[src/rtl/cdb_arbiter.sv]
// Common data bus arbiter: NUM_SRC result requesters onto one registered broadcast bus.
// Grants are combinational. The winner is broadcast on the following clock edge.
module cdb_arbiter #(
  parameter int NUM_SRC      = 4,
  parameter int DATA_W       = 40,
  parameter int MODE         = 0,
  parameter int STARVE_LIMIT = 8,
  localparam int SRC_W       = (NUM_SRC > 2) ? $clog2(NUM_SRC) : 1
) (
  input  logic                      clk,
  input  logic                      rst_n,
  input  logic                      flush,
  input  logic [NUM_SRC-1:0]        req,
  input  logic [NUM_SRC*DATA_W-1:0] data,
  output logic [NUM_SRC-1:0]        gnt,
  output logic                      cdb_valid,
  output logic [DATA_W-1:0]         cdb_data,
  output logic [SRC_W-1:0]          cdb_src
);

  localparam int CNT_W = (STARVE_LIMIT > 0) ? $clog2(STARVE_LIMIT + 1) : 1;
  localparam logic [CNT_W-1:0] LIMIT = CNT_W'(STARVE_LIMIT);

  logic [CNT_W-1:0]   age_cnt [NUM_SRC];
  logic [NUM_SRC-1:0] aged;
  logic [SRC_W-1:0]   ptr;
  logic [SRC_W-1:0]   win_idx;
  logic               any_gnt;
  logic [DATA_W-1:0]  sel_data;

  always_comb begin
    for (int i = 0; i < NUM_SRC; i++) begin
      aged[i] = (STARVE_LIMIT != 0) && (MODE == 0) && (age_cnt[i] == LIMIT);
    end
  end

  always_comb begin
    int j;
    logic [NUM_SRC-1:0] cand;
    any_gnt = 1'b0;
    win_idx = '0;
    gnt     = '0;
    j       = 0;
    cand    = '0;
    if (rst_n && !flush) begin
      if (MODE == 1) begin
        // Rotating search starting at ptr, wrapping at NUM_SRC (not at 2**SRC_W).
        for (int k = 0; k < NUM_SRC; k++) begin
          j = int'(ptr) + k;
          if (j >= NUM_SRC) j = j - NUM_SRC;
          if (!any_gnt && req[j]) begin
            any_gnt = 1'b1;
            win_idx = SRC_W'(j);
          end
        end
      end else begin
        cand = ((req & aged) != '0) ? (req & aged) : req;
        for (int i = 0; i < NUM_SRC; i++) begin
          if (!any_gnt && cand[i]) begin
            any_gnt = 1'b1;
            win_idx = SRC_W'(i);
          end
        end
      end
      if (any_gnt) gnt[win_idx] = 1'b1;
    end
  end

  always_comb begin
    sel_data = '0;
    for (int i = 0; i < NUM_SRC; i++) begin
      if (gnt[i]) sel_data = data[i*DATA_W +: DATA_W];
    end
  end

  always_ff @(posedge clk or negedge rst_n) begin
    if (!rst_n) begin
      for (int i = 0; i < NUM_SRC; i++) age_cnt[i] <= '0;
    end else begin
      for (int i = 0; i < NUM_SRC; i++) begin
        if (MODE != 0 || STARVE_LIMIT == 0 || flush || !req[i] || gnt[i]) begin
          age_cnt[i] <= '0;
        end else if (age_cnt[i] != LIMIT) begin
          age_cnt[i] <= age_cnt[i] + 1'b1;
        end
      end
    end
  end

  always_ff @(posedge clk or negedge rst_n) begin
    if (!rst_n) begin
      ptr <= '0;
    end else if (MODE == 1 && any_gnt) begin
      ptr <= (win_idx == SRC_W'(NUM_SRC - 1)) ? '0 : win_idx + 1'b1;
    end
  end

  // Idle cycles drive an all-zero bus so consumers never see stale payloads.
  always_ff @(posedge clk or negedge rst_n) begin
    if (!rst_n) begin
      cdb_valid <= 1'b0;
      cdb_data  <= '0;
      cdb_src   <= '0;
    end else if (any_gnt) begin
      cdb_valid <= 1'b1;
      cdb_data  <= sel_data;
      cdb_src   <= win_idx;
    end else begin
      cdb_valid <= 1'b0;
      cdb_data  <= '0;
      cdb_src   <= '0;
    end
  end

endmodule

[config.mk]
export PLATFORM = sky130hd
export DESIGN_NAME = cdb_arbiter
export DESIGN_NICKNAME = d
export VERILOG_FILES = /design/src/rtl/cdb_arbiter.sv
export SDC_FILE = /design/constraint.sdc
export NUM_CORES = 1
export LEC_CHECK = 0
export CORE_UTILIZATION = 40
export CTS_CLUSTER_SIZE = 8
export DETAILED_ROUTE_END_ITERATION = 12
export PLACE_DENSITY = 0.89
export SLEW_MARGIN = 10
export SYNTH_ARGS = -nofsm -noshare
export SYNTH_HDL_FRONTEND = slang
export SYNTH_SLANG_ARGS = --single-unit
[constraint.sdc]
create_clock -name clk -period 2.4 [get_ports clk]
set_clock_uncertainty 0.1 [all_clocks]
set_input_delay 0.48 -clock clk [delete_from_list [all_inputs] [get_ports clk]]
set_output_delay 0.48 -clock clk [all_outputs]
set_load 0.01 [all_outputs]
# [Word level (Yosys, flattened, before mapping)]
# Cells that the tools add are included.
[totals] output_inout_bits=47 rom_bits=0 latch_bits=0 reg_bits=59 mem_bits_rw=0 memories=0 wordCells=82
[classes] div_mod_pow=0 order_cmp=2 n_mux=34 bitwise=1 shift=0 add_sub_neg=4 n_mul=0 eq_ne=8 n_reduce_logical=26
[op_table] op="$mux 40" count=5
[op_table] op="$mux 4" count=11
[op_table] op="$add 4x1->4 const B" count=4
[op_table] op="$eq 4x4->1 const B" count=4
[op_table] op="$ne 4x4->1 const B" count=4
[op_table] op="$mux 1" count=12
[op_table] op="$mux 2" count=5
[op_table] op="$logic_not 1->1" count=8
[op_table] op="$logic_or 1x1->1" count=8
[op_table] op="$reduce_bool 2->1" count=4
[op_table] op="$logic_and 1x1->1" count=5
[op_table] op="$and 4x4->4" count=1
[op_table] op="$reduce_bool 4->1" count=1
[op_table] op="$lt 2x3->1 const B" count=1
[op_table] op="$demux 1 s2" count=1
[op_table] op="$ge 2x1->1 const B" count=1

# [Longest topological paths before layout]
# Gate-level depths: netlist of run 1.
[depth] ltp_word=29 mapped_depth=9

# [Worst setup path before layout of run 1]
# OpenSTA, ideal clock, no wires.
[synth_timing] kind="flip-flop to output port" from="register age_cnt[4] in the netlist's numbering" to="output port gnt[3]" required_ps=1820 stages_incl_launch_ff=9 setup_slack_ps=143 t_arrival_ps=1677 cell_sequence="dfrtp_1 -> inv_1 -> ha_1 -> and3b_1 -> clkbuf_2 -> o21ai_0 -> nor4bb_1 -> buf_2 -> buf_6"
[synth_between] elab_chain_len=24 word_cells_on_any_way=29 classes_between="order compare (2); eq/ne (1); mux (17); bitwise (1); reduce/logical (8)"
[synth_lines] element="from (decl)" line="24" rtl="logic [CNT_W-1:0] age_cnt [NUM_SRC];"
[synth_lines] element="from (signal, indexed assignment)" line="84" rtl="age_cnt[i] <= age_cnt[i] + 1'b1;"
[synth_lines] element="$eq 4x4->1 *" line="33" rtl="aged[i] = (STARVE_LIMIT != 0) && (MODE == 0) && (age_cnt[i] == LIMIT);"
[synth_lines] element="$and 4x4->4 *" line="57" rtl="cand = ((req & aged) != '0) ? (req & aged) : req;"
[synth_lines] element="$reduce_bool 4->1" line="57"
[synth_lines] element="$mux 4 *" line="57"
[synth_lines] element="$mux 1" line="59" rtl="if (!any_gnt && cand[i]) begin"
[synth_lines] element="$mux 1" line="45" rtl="if (rst_n && !flush) begin"
[synth_lines] element="$logic_not 1->1" line="59"
[synth_lines] element="$logic_and 1x1->1" line="59"
[synth_lines] element="(+8 left out)"
[synth_lines] element="$mux 2" line="59"
[synth_lines] element="$mux 2" line="45"
[synth_lines] element="$lt 2x3->1 (implied by the code) / $ge 2x1->1 (equally long branches)" line="65" rtl="if (any_gnt) gnt[win_idx] = 1'b1;"
[synth_lines] element="$logic_and 1x1->1 (implied by the code)" line="65"
[synth_lines] element="$mux 1 (implied by the code)" line="65"
[synth_lines] element="$demux 1 s2" line="65"
[synth_lines] element="$mux 4 *" line="65"
[synth_lines] element="$mux 4 *" line="45"
[synth_lines] element="to (decl)" line="15" rtl="output logic [NUM_SRC-1:0] gnt,"
# Every way passes the cells marked *; elsewhere a longest branch is shown, timed or not. The select of a mux whose other input is x is not followed.

# [Final worst setup path of run 1]
[layout_timing] from="input port req[2]" to="register cdb_data[24]"
[layout_between] elab_chain_len=28 word_cells_on_any_way=34 classes_between="order compare (2); mux (23); bitwise (1); reduce/logical (8)"
[layout_lines] element="from (decl)" line="13" rtl="input logic [NUM_SRC-1:0] req,"
[layout_lines] element="$and 4x4->4" line="57"
[layout_lines] element="$reduce_bool 4->1" line="57"
[layout_lines] element="$mux 4 *" line="57"
[layout_lines] element="$mux 1" line="59"
[layout_lines] element="$mux 1" line="45"
[layout_lines] element="$logic_not 1->1" line="59"
[layout_lines] element="$logic_and 1x1->1" line="59"
[layout_lines] element="$mux 1" line="59"
[layout_lines] element="(+9 left out)"
[layout_lines] element="$lt 2x3->1 (implied by the code) / $ge 2x1->1 (equally long branches)" line="65"
[layout_lines] element="$logic_and 1x1->1 (implied by the code)" line="65"
[layout_lines] element="$mux 1 (implied by the code)" line="65"
[layout_lines] element="$demux 1 s2" line="65"
[layout_lines] element="$mux 4" line="65"
[layout_lines] element="$mux 4" line="45"
[layout_lines] element="$mux 40 (4 in series)" line="72" rtl="if (gnt[i]) sel_data = data[i*DATA_W +: DATA_W];"
[layout_lines] element="$mux 40 *" line="104" rtl="end else if (any_gnt) begin"
[layout_lines] element="to (signal assigned)" line="106" rtl="cdb_data <= sel_data;"
[layout_lines] element="to (decl)" line="17" rtl="output logic [DATA_W-1:0] cdb_data,"
# Marked as above.
# A chain may end at the register's enable or synchronous reset.

==> run_summary.xml, run 1 <==
<?xml version="1.0" encoding="UTF-8"?>
<metrics>
  <group name="run_status">
    <metric name="outcome" unit="">finished, violations left</metric>
    <metric name="violations_in_the_final_reports" unit="">setup timing</metric>
  </group>
  <group name="floorplan">
    <metric name="rows" unit="">35</metric>
    <metric name="fp.dieH" unit="um">101</metric>
    <metric name="die_width" unit="um">101</metric>
    <metric name="die_area" unit="sq um">10300</metric>
    <metric name="core-area" unit="sq um">9420</metric>
    <metric name="num_io_pins" unit="">214</metric>
    <metric name="initial_core_util" unit="">0.420</metric>
  </group>
  <group name="routing">
    <metric name="dr.first_iter.drc_count" unit="">212</metric>
    <metric name="post_detailed_route_wirelength_per_cell" unit="um">20.4</metric>
    <metric name="final_antenna_net_count" unit="">0</metric>
    <metric name="avgViaCountPerCell" unit="">5.92</metric>
    <metric name="route.vias.total" unit="">4578</metric>
    <metric name="drc" unit="">0</metric>
    <metric name="detail_route.wirelength" unit="um">15800</metric>
    <metric name="detailedRoute.firstPassIterationCount" unit="">5</metric>
  </group>
  <group name="clocking">
    <metric name="htree_num_levels" unit="">3</metric>
    <metric name="cts-hold-fix-buffers" unit="">0</metric>
    <metric name="cts_buffers" unit="">9</metric>
    <metric name="clock_buffer_depth" unit="">2</metric>
    <metric name="clk_transition_reported_paths" unit="ns">0.08</metric>
    <metric name="worstSkewPairLatency" unit="ns">0.34</metric>
    <metric name="clk_root_buffer_cell" unit="">clkbuf_8</metric>
    <metric name="tritoncts" unit="">yes</metric>
    <metric name="cts_sink_cnt" unit="">59</metric>
  </group>
  <group name="sta">
    <metric name="fin_setup_tns" unit="ns">-0.200</metric>
    <metric name="min_period" unit="ns">2.46</metric>
    <metric name="hold_violations" unit="">0</metric>
    <metric name="clock.fmax" unit="MHz">407</metric>
    <metric name="finalWorstSetupSlack" unit="ns">-0.0570</metric>
    <metric name="timing.final.max_slew_violations" unit="">0</metric>
    <metric name="rsz0062_at_grt" unit="">true</metric>
    <metric name="count_of_final_setup_violators" unit="">6</metric>
    <metric name="max-slew-margin-rel" unit="">0.467</metric>
    <metric name="timing.final.crit_share" unit="">1.02</metric>
    <metric name="tightestPinTransition" unit="ns">0.799</metric>
  </group>
  <group name="synthesis">
    <metric name="ys.warnings.count" unit="">0</metric>
    <metric name="synth.area.top_cells" unit="">dfrtp_1, a221oi_2, o311ai_0, o41ai_1, inv_1</metric>
    <metric name="synth_area_leader_cell" unit="">dfrtp_1</metric>
    <metric name="syn_nets" unit="">581</metric>
    <metric name="synth-adder-area-share" unit="">0.0253</metric>
    <metric name="yosysTopAreaCellShare" unit="">0.373</metric>
    <metric name="postSynthCellCount" unit="">406</metric>
    <metric name="synth_xor_area_frac" unit="">0.0199</metric>
    <metric name="post_synth_num_cell_types" unit="">41</metric>
    <metric name="synth_seq_cells" unit="">59</metric>
    <metric name="synth_simple_gate_area_frac" unit="">0.121</metric>
    <metric name="post_synthesis_compound_gate_area_fraction" unit="">0.346</metric>
    <metric name="main_combinational_cell_family_by_area_after_synthesis" unit="">compound AO/OA/AOI/OAI gates</metric>
    <metric name="postSynthAreaPerCell" unit="sq um">9.75</metric>
    <metric name="synth_area" unit="sq um">3960</metric>
    <metric name="synth_seq_area_share" unit="">0.373</metric>
    <metric name="muxShareOfSynthArea" unit="">0.0107</metric>
  </group>
  <group name="critical_path">
    <metric name="worst_r2r_startpoint" unit="">age_cnt[12]$_DFFE_PN0P_</metric>
    <metric name="worstRegToRegCells" unit="">8</metric>
    <metric name="cp.arrival" unit="ns">2.57</metric>
    <metric name="r2r_end" unit="">cdb_data[24]$_DFF_PN0_</metric>
    <metric name="crit_path_start_kind" unit="">input pin</metric>
    <metric name="reg2reg_slack" unit="ns">-0.05</metric>
    <metric name="worstSetupEndpointType" unit="">flop</metric>
    <metric name="critPathRequiredTime" unit="ns">2.51</metric>
    <metric name="path_class" unit="">input pin to flop</metric>
    <metric name="path_max_fanout" unit="">41</metric>
  </group>
  <group name="grt">
    <metric name="globalRouteTotalUtil" unit="">0.308</metric>
    <metric name="number_of_antenna_violations_at_the_first_check_in_global_routing" unit="">0</metric>
    <metric name="grt_max_degree" unit="">60</metric>
    <metric name="vias_in_the_first_global_route" unit="">4941</metric>
    <metric name="grt.overflow.total" unit="">0</metric>
    <metric name="first_pass_grt_wire_length" unit="um">24200</metric>
  </group>
  <group name="pwr">
    <metric name="power.leakage" unit="uW">0.00284</metric>
    <metric name="vdd_ir_drop_max" unit="V">0.000243</metric>
    <metric name="power-per-cell-area" unit="nW/um^2">418</metric>
  </group>
  <group name="layout">
    <metric name="syn2layout_area_growth" unit="%">72.0</metric>
    <metric name="final_net_count" unit="">814</metric>
    <metric name="nFillCells" unit="">661</metric>
    <metric name="final_common_cell" unit="">clkdlybuf4s50_1</metric>
    <metric name="n_antenna_cell" unit="">0</metric>
    <metric name="layout-drive-gt1-share" unit="">0.189</metric>
    <metric name="layout.cells.most_common_list" unit="">clkdlybuf4s50_1, dfrtp_1, inv_1, nand2_1, buf_4</metric>
    <metric name="fin_cells" unit="">773</metric>
  </group>
  <group name="place">
    <metric name="number_of_buffers_added_on_ports" unit="">213</metric>
    <metric name="place_congestion" unit="">0.924</metric>
    <metric name="detailedPlace.worstSlack" unit="ns">-0.608</metric>
    <metric name="total_instance_count_after_detailed_placement" unit="">748</metric>
    <metric name="place_hpwl" unit="um">10900</metric>
  </group>
  <group name="worst_hold_path">
    <metric name="worst_hold_path_type" unit="">input pin to async pin</metric>
  </group>
  <group name="run">
    <metric name="max_cap_viol_count" unit="">0</metric>
  </group>
</metrics>
-- worst max-delay path: stages --
cell and delay [ns]:
clkdlybuf4s50_1 0.48, and4b_2 0.33, o41a_1 0.20, buf_4 0.40, o311ai_0 0.27, a221oi_1 0.38
-- per-stage QoR --
stage / util / power, uW / hold WS [ns] / cell area (sq um)
floorplan: - / 1310 / 0.0844 / 3960
global placement: 0.685 / 1770 / 0.488 / 6450
detailed placement: 0.685 / 1790 / 0.503 / 6450
CTS: 0.718 / 2860 / 0.366 / 6760
global route: 0.723 / 2970 / 0.412 / 6810
finish: 0.723 / 2850 / 0.344 / 6810
-- layer usage --
metal,up-vias,global-route usage,wire length (um)
li1,2049,-,-
met1,2192,0.352,5830
met2,281,0.530,7980
met3,56,0.0676,1330
met4,0,0.185,649
met5,-,0,0
-- synth_stat cells (all sizes together) --
| cell | count |
|---|---|
| a21oi | 6 |
| a221oi | 40 |
| a31oi | 3 |
| and3b | 2 |
| and4b | 3 |
| buf | 18 |
| clkbuf | 25 |
| dfrtp | 59 |
| ha | 8 |
| inv | 53 |
| mux2 | 2 |
| mux2i | 2 |
| nand2 | 50 |
| nand2b | 1 |
| nand3 | 5 |
| nand3b | 2 |
| nand4b | 4 |
| nor2 | 15 |
| nor2b | 1 |
| nor3 | 1 |
| nor3b | 1 |
| nor4 | 2 |
| nor4b | 4 |
| nor4bb | 1 |
| o211ai | 1 |
| o21ai | 3 |
| o311ai | 42 |
| o41a | 1 |
| o41ai | 41 |
| or2 | 1 |
| xnor2 | 4 |
| xor2 | 5 |
-- flip-flops by register name (all words and copies together), names as in the netlist --
register / flops
cdb_valid: 1
age_cnt: 16
cdb_data: 40
cdb_src: 2
-- power breakdown --
group,internal [uW],switching (uW),total (uW),leakage (uW)
Clock,641,412,1050,0.000113
Sequential,1030,13.6,1050,0.000800
Combinational,436,313,749,0.00193
Total,2110,739,2850,0.00284
-- what timing repair did --
| action | 4_1_cts | 5_1_grt |
|---|---|---|
| gates cloned | 0 | 0 |
| setup endpoints to repair | 53 | 45 |
| buffers inserted | 6 | 4 |
| pin swaps | 11 | 4 |
| resized for setup | 35 | 6 |
-- cell type report --
type                            count  area [sq um]  share of cell area
Sequential cell                    59          1480               0.217
Tap cell                          129           161              0.0237
Clock buffer                       12           155              0.0228
Clock inverter                      4          72.6              0.0107
Inverter                           53           199              0.0292
Timing Repair Buffer              265          2570               0.377
Multi-Input combinational cell    251          2170               0.319
-- cells by family after synthesis --
family | count (synthesis)
muxes | 4
AOI/OAI and AO/OA | 137
DFF | 59
adders and majority gates | 8
xor gates and xnor gates | 9
and+or+nand+nor | 93
buffers and inverters | 96
-- worst max path at each step --
stage	slack, ns	start	endpoint	cells past startpoint
after CTS	-0.06	age_cnt[9]$_DFFE_PN0P_	gnt[0]	6
final	-0.06	req[2]	cdb_data[24]$_DFF_PN0_	6
after floorplan	0.14	age_cnt[4]$_DFFE_PN0P_	gnt[3]	8
after detailed placement	-0.61	req[1]	gnt[1]	5
after global routing	-0.13	age_cnt[4]$_DFFE_PN0P_	gnt[0]	6
after global placement	-0.54	req[3]	gnt[1]	5
No activity file was read; power rests on OpenSTA's default activity.
==> inputs of run 2 (changes only) <==
--- a/config.mk
+++ b/config.mk
@@ -5,10 +5,12 @@
 export SDC_FILE = /design/constraint.sdc
 export NUM_CORES = 1
 export LEC_CHECK = 0
-export CORE_UTILIZATION = 40
+export CELL_PAD_IN_SITES_DETAIL_PLACEMENT = 2
+export CELL_PAD_IN_SITES_GLOBAL_PLACEMENT = 2
+export CORE_UTILIZATION = 22
 export CTS_CLUSTER_SIZE = 8
 export DETAILED_ROUTE_END_ITERATION = 12
-export PLACE_DENSITY = 0.89
+export PLACE_DENSITY = 0.88
 export SLEW_MARGIN = 10
 export SYNTH_ARGS = -nofsm -noshare
 export SYNTH_HDL_FRONTEND = slang
==> run 2 against run 1 <==
Effect of this change: core utilization decreased by 31 points; first-iteration DRC count up 0.94%; die area is 80% higher; clock-buffer cell count up 1; largest cell class unchanged; design area increased by 4.9%; sequential power barely moved; clock power is 10% higher; combinational power up 4.5%; routed wire length rose by 29%; via count up 1.7%; the run still ends with setup timing left; setup slack worse by 0.030 ns.
==> run_summary.xml, run 2 (synthesis gave the netlist of run 1 again) <==
<?xml version="1.0" encoding="UTF-8"?>
<metrics>
  <group name="floorplan">
    <metric name="num_io_pins" unit="">214</metric>
    <metric name="fp.dieH" unit="um">136</metric>
    <metric name="initial_core_util" unit="">0.227</metric>
    <metric name="rows" unit="">48</metric>
    <metric name="die_width" unit="um">136</metric>
    <metric name="die_area" unit="sq um">18500</metric>
    <metric name="core-area" unit="sq um">17400</metric>
  </group>
  <group name="critical_path">
    <metric name="cp.arrival" unit="ns">1.91</metric>
    <metric name="path_max_fanout" unit="">3</metric>
    <metric name="slowest_stage" unit="">dfrtp_1</metric>
    <metric name="critPathTopFamily" unit="">flip-flops</metric>
    <metric name="crit_path_start_kind" unit="">flop</metric>
    <metric name="critPathRequiredTime" unit="ns">1.82</metric>
    <metric name="path_class" unit="">flop to output pin</metric>
    <metric name="worstSetupEndpointType" unit="">output pin</metric>
    <metric name="cp_num_buf_inv" unit="">3</metric>
    <metric name="reg2reg_slack" unit="ns">-0.05</metric>
    <metric name="worstPathCellList" unit="">inv_2 &gt; ha_4 &gt; and4b_2 &gt; buf_6 &gt; o41a_1 &gt; nor2_2 &gt; buf_2</metric>
    <metric name="timing.critical_path.slowest_cell_delay" unit="ns">0.37</metric>
  </group>
  <group name="run_status">
    <metric name="violations_in_the_final_reports" unit="">setup timing</metric>
    <metric name="outcome" unit="">finished, violations left</metric>
  </group>
  <group name="layout">
    <metric name="fin_cells" unit="">881</metric>
    <metric name="finalCoreUtilization" unit="">0.410</metric>
    <metric name="syn2layout_area_growth" unit="%">80.5</metric>
    <metric name="nFillCells" unit="">1832</metric>
    <metric name="layout.cells.most_common_list" unit="">clkdlybuf4s50_1, dfrtp_1, buf_4</metric>
    <metric name="largest_register_ffs" unit="">40</metric>
    <metric name="largestRegisters" unit="">cdb_data (40), age_cnt (16), cdb_src (2)</metric>
    <metric name="layout-drive-gt1-share" unit="">0.213</metric>
    <metric name="final_net_count" unit="">827</metric>
    <metric name="register_with_the_most_flip_flops" unit="">cdb_data</metric>
    <metric name="final_common_cell" unit="">clkdlybuf4s50_1</metric>
  </group>
  <group name="sta">
    <metric name="count_of_final_setup_violators" unit="">16</metric>
    <metric name="timing.final.crit_share" unit="">1.04</metric>
    <metric name="rsz0062_at_grt" unit="">true</metric>
    <metric name="fin_setup_tns" unit="ns">-0.540</metric>
    <metric name="timing.final.max_slew_violations" unit="">0</metric>
    <metric name="finalWorstSetupSlack" unit="ns">-0.0865</metric>
    <metric name="max-slew-margin-rel" unit="">0.628</metric>
    <metric name="tightestPinTransition" unit="ns">0.549</metric>
    <metric name="clock.fmax" unit="MHz">402</metric>
    <metric name="min_period" unit="ns">2.49</metric>
    <metric name="hold_violations" unit="">0</metric>
  </group>
  <group name="place">
    <metric name="number_of_buffers_added_on_ports" unit="">213</metric>
    <metric name="total_instance_count_after_detailed_placement" unit="">856</metric>
    <metric name="detailedPlace.worstSlack" unit="ns">-0.826</metric>
    <metric name="place_hpwl" unit="um">14600</metric>
    <metric name="place_congestion" unit="">0.804</metric>
  </group>
  <group name="clocking">
    <metric name="worstSkewPairLatency" unit="ns">0.33</metric>
    <metric name="clk_root_buffer_cell" unit="">clkbuf_16</metric>
    <metric name="cts_sink_cnt" unit="">59</metric>
    <metric name="tritoncts" unit="">yes</metric>
    <metric name="clock_buffer_depth" unit="">2</metric>
    <metric name="cts-hold-fix-buffers" unit="">0</metric>
    <metric name="htree_num_levels" unit="">3</metric>
    <metric name="clk_transition_reported_paths" unit="ns">0.05</metric>
    <metric name="cts_buffers" unit="">9</metric>
  </group>
  <group name="routing">
    <metric name="dr.first_iter.drc_count" unit="">214</metric>
    <metric name="drc" unit="">0</metric>
    <metric name="detail_route.wirelength" unit="um">20400</metric>
    <metric name="route.vias.total" unit="">4657</metric>
    <metric name="detailedRoute.firstPassIterationCount" unit="">4</metric>
    <metric name="avgViaCountPerCell" unit="">5.29</metric>
    <metric name="post_detailed_route_wirelength_per_cell" unit="um">23.1</metric>
    <metric name="final_antenna_net_count" unit="">0</metric>
  </group>
  <group name="pwr">
    <metric name="power-per-cell-area" unit="nW/um^2">420</metric>
    <metric name="vdd_ir_drop_max" unit="V">0.000292</metric>
    <metric name="totalPowerFinal" unit="uW">3000</metric>
    <metric name="power.leakage" unit="uW">0.00292</metric>
  </group>
  <group name="grt">
    <metric name="number_of_antenna_violations_at_the_first_check_in_global_routing" unit="">2</metric>
    <metric name="globalRouteTotalUtil" unit="">0.219</metric>
    <metric name="vias_in_the_first_global_route" unit="">5435</metric>
    <metric name="first_pass_grt_wire_length" unit="um">30600</metric>
    <metric name="grt_max_degree" unit="">42</metric>
    <metric name="grt.overflow.total" unit="">0</metric>
  </group>
  <group name="worst_hold_path">
    <metric name="worst_hold_path_type" unit="">input pin to async pin</metric>
  </group>
  <group name="run">
    <metric name="max_cap_viol_count" unit="">0</metric>
  </group>
</metrics>
## run 2: what timing repair did
item                       4_1_cts  5_1_grt
cloned                           0        1
buffers inserted                 6        3
gates resized for setup         48        9
pin swaps                       12        2
setup endpoints to repair       56       48
## run 2: final timing paths
check,startpoint,endpoint,cells past startpoint
setup / recovery,age_cnt[5]$_DFFE_PN0P_,gnt[0],7
hold / removal,rst_n,cdb_src[1]$_DFF_PN0_,2
setup reg to reg,age_cnt[5]$_DFFE_PN0P_,cdb_data[26]$_DFF_PN0_,8
hold reg to reg,age_cnt[14]$_DFFE_PN0P_,age_cnt[14]$_DFFE_PN0P_,2
max in group asynchronous,rst_n,cdb_data[5]$_DFF_PN0_,3
min in group clk,age_cnt[14]$_DFFE_PN0P_,age_cnt[14]$_DFFE_PN0P_,2
## run 2: layout make-up
| cell class | count | area, sq um | share of cell area |
|---|---|---|---|
| inverter | 53 | 199 | 0.0279 |
| clock buffer | 13 | 250 | 0.0350 |
| multi-input combinational | 251 | 2210 | 0.309 |
| tap | 225 | 282 | 0.0394 |
| sequential | 59 | 1480 | 0.207 |
| timing repair buffer | 278 | 2720 | 0.381 |
| antenna | 2 | 5.00 | 0.000701 |
## run 2: power by group
part | total, uW | switching (uW) | internal (uW) | leakage (uW)
sequential | 1050 | 15.1 | 1040 | 0.000800
combinational | 783 | 339 | 444 | 0.00200
clock | 1160 | 452 | 710 | 0.000122
## run 2: layer usage
| metal | global-route usage | vias up | part of all wire |
|---|---|---|---|
| met1 | 0.251 | 2355 | 0.38 |
| met5 | 0 | - | 0 |
| li1 | - | 2076 | - |
| met4 | 0.0975 | 0 | 0.031 |
| met2 | 0.396 | 186 | 0.53 |
| met3 | 0.0373 | 40 | 0.054 |
## run 2: stage by stage
step / area, sq um / hold slack (ns)
after CTS: 7050 / 0.148
after detailed placement: 6680 / 0.498
after global placement: 6680 / 0.484
after global routing: 7140 / 0.167
final: 7140 / 0.143
after floorplan: 3960 / 0.0844
## run 2: worst reg2reg max path: cells and delay by family (launching register included)
family	cells	cell delay (ns)
adder cells (fa/ha/maj)	1	0.14
flip-flops	1	0.39
buffers and inverters	3	0.63
AND/OR/NAND/NOR	1	0.25
AO/OA/AOI/OAI	3	0.84
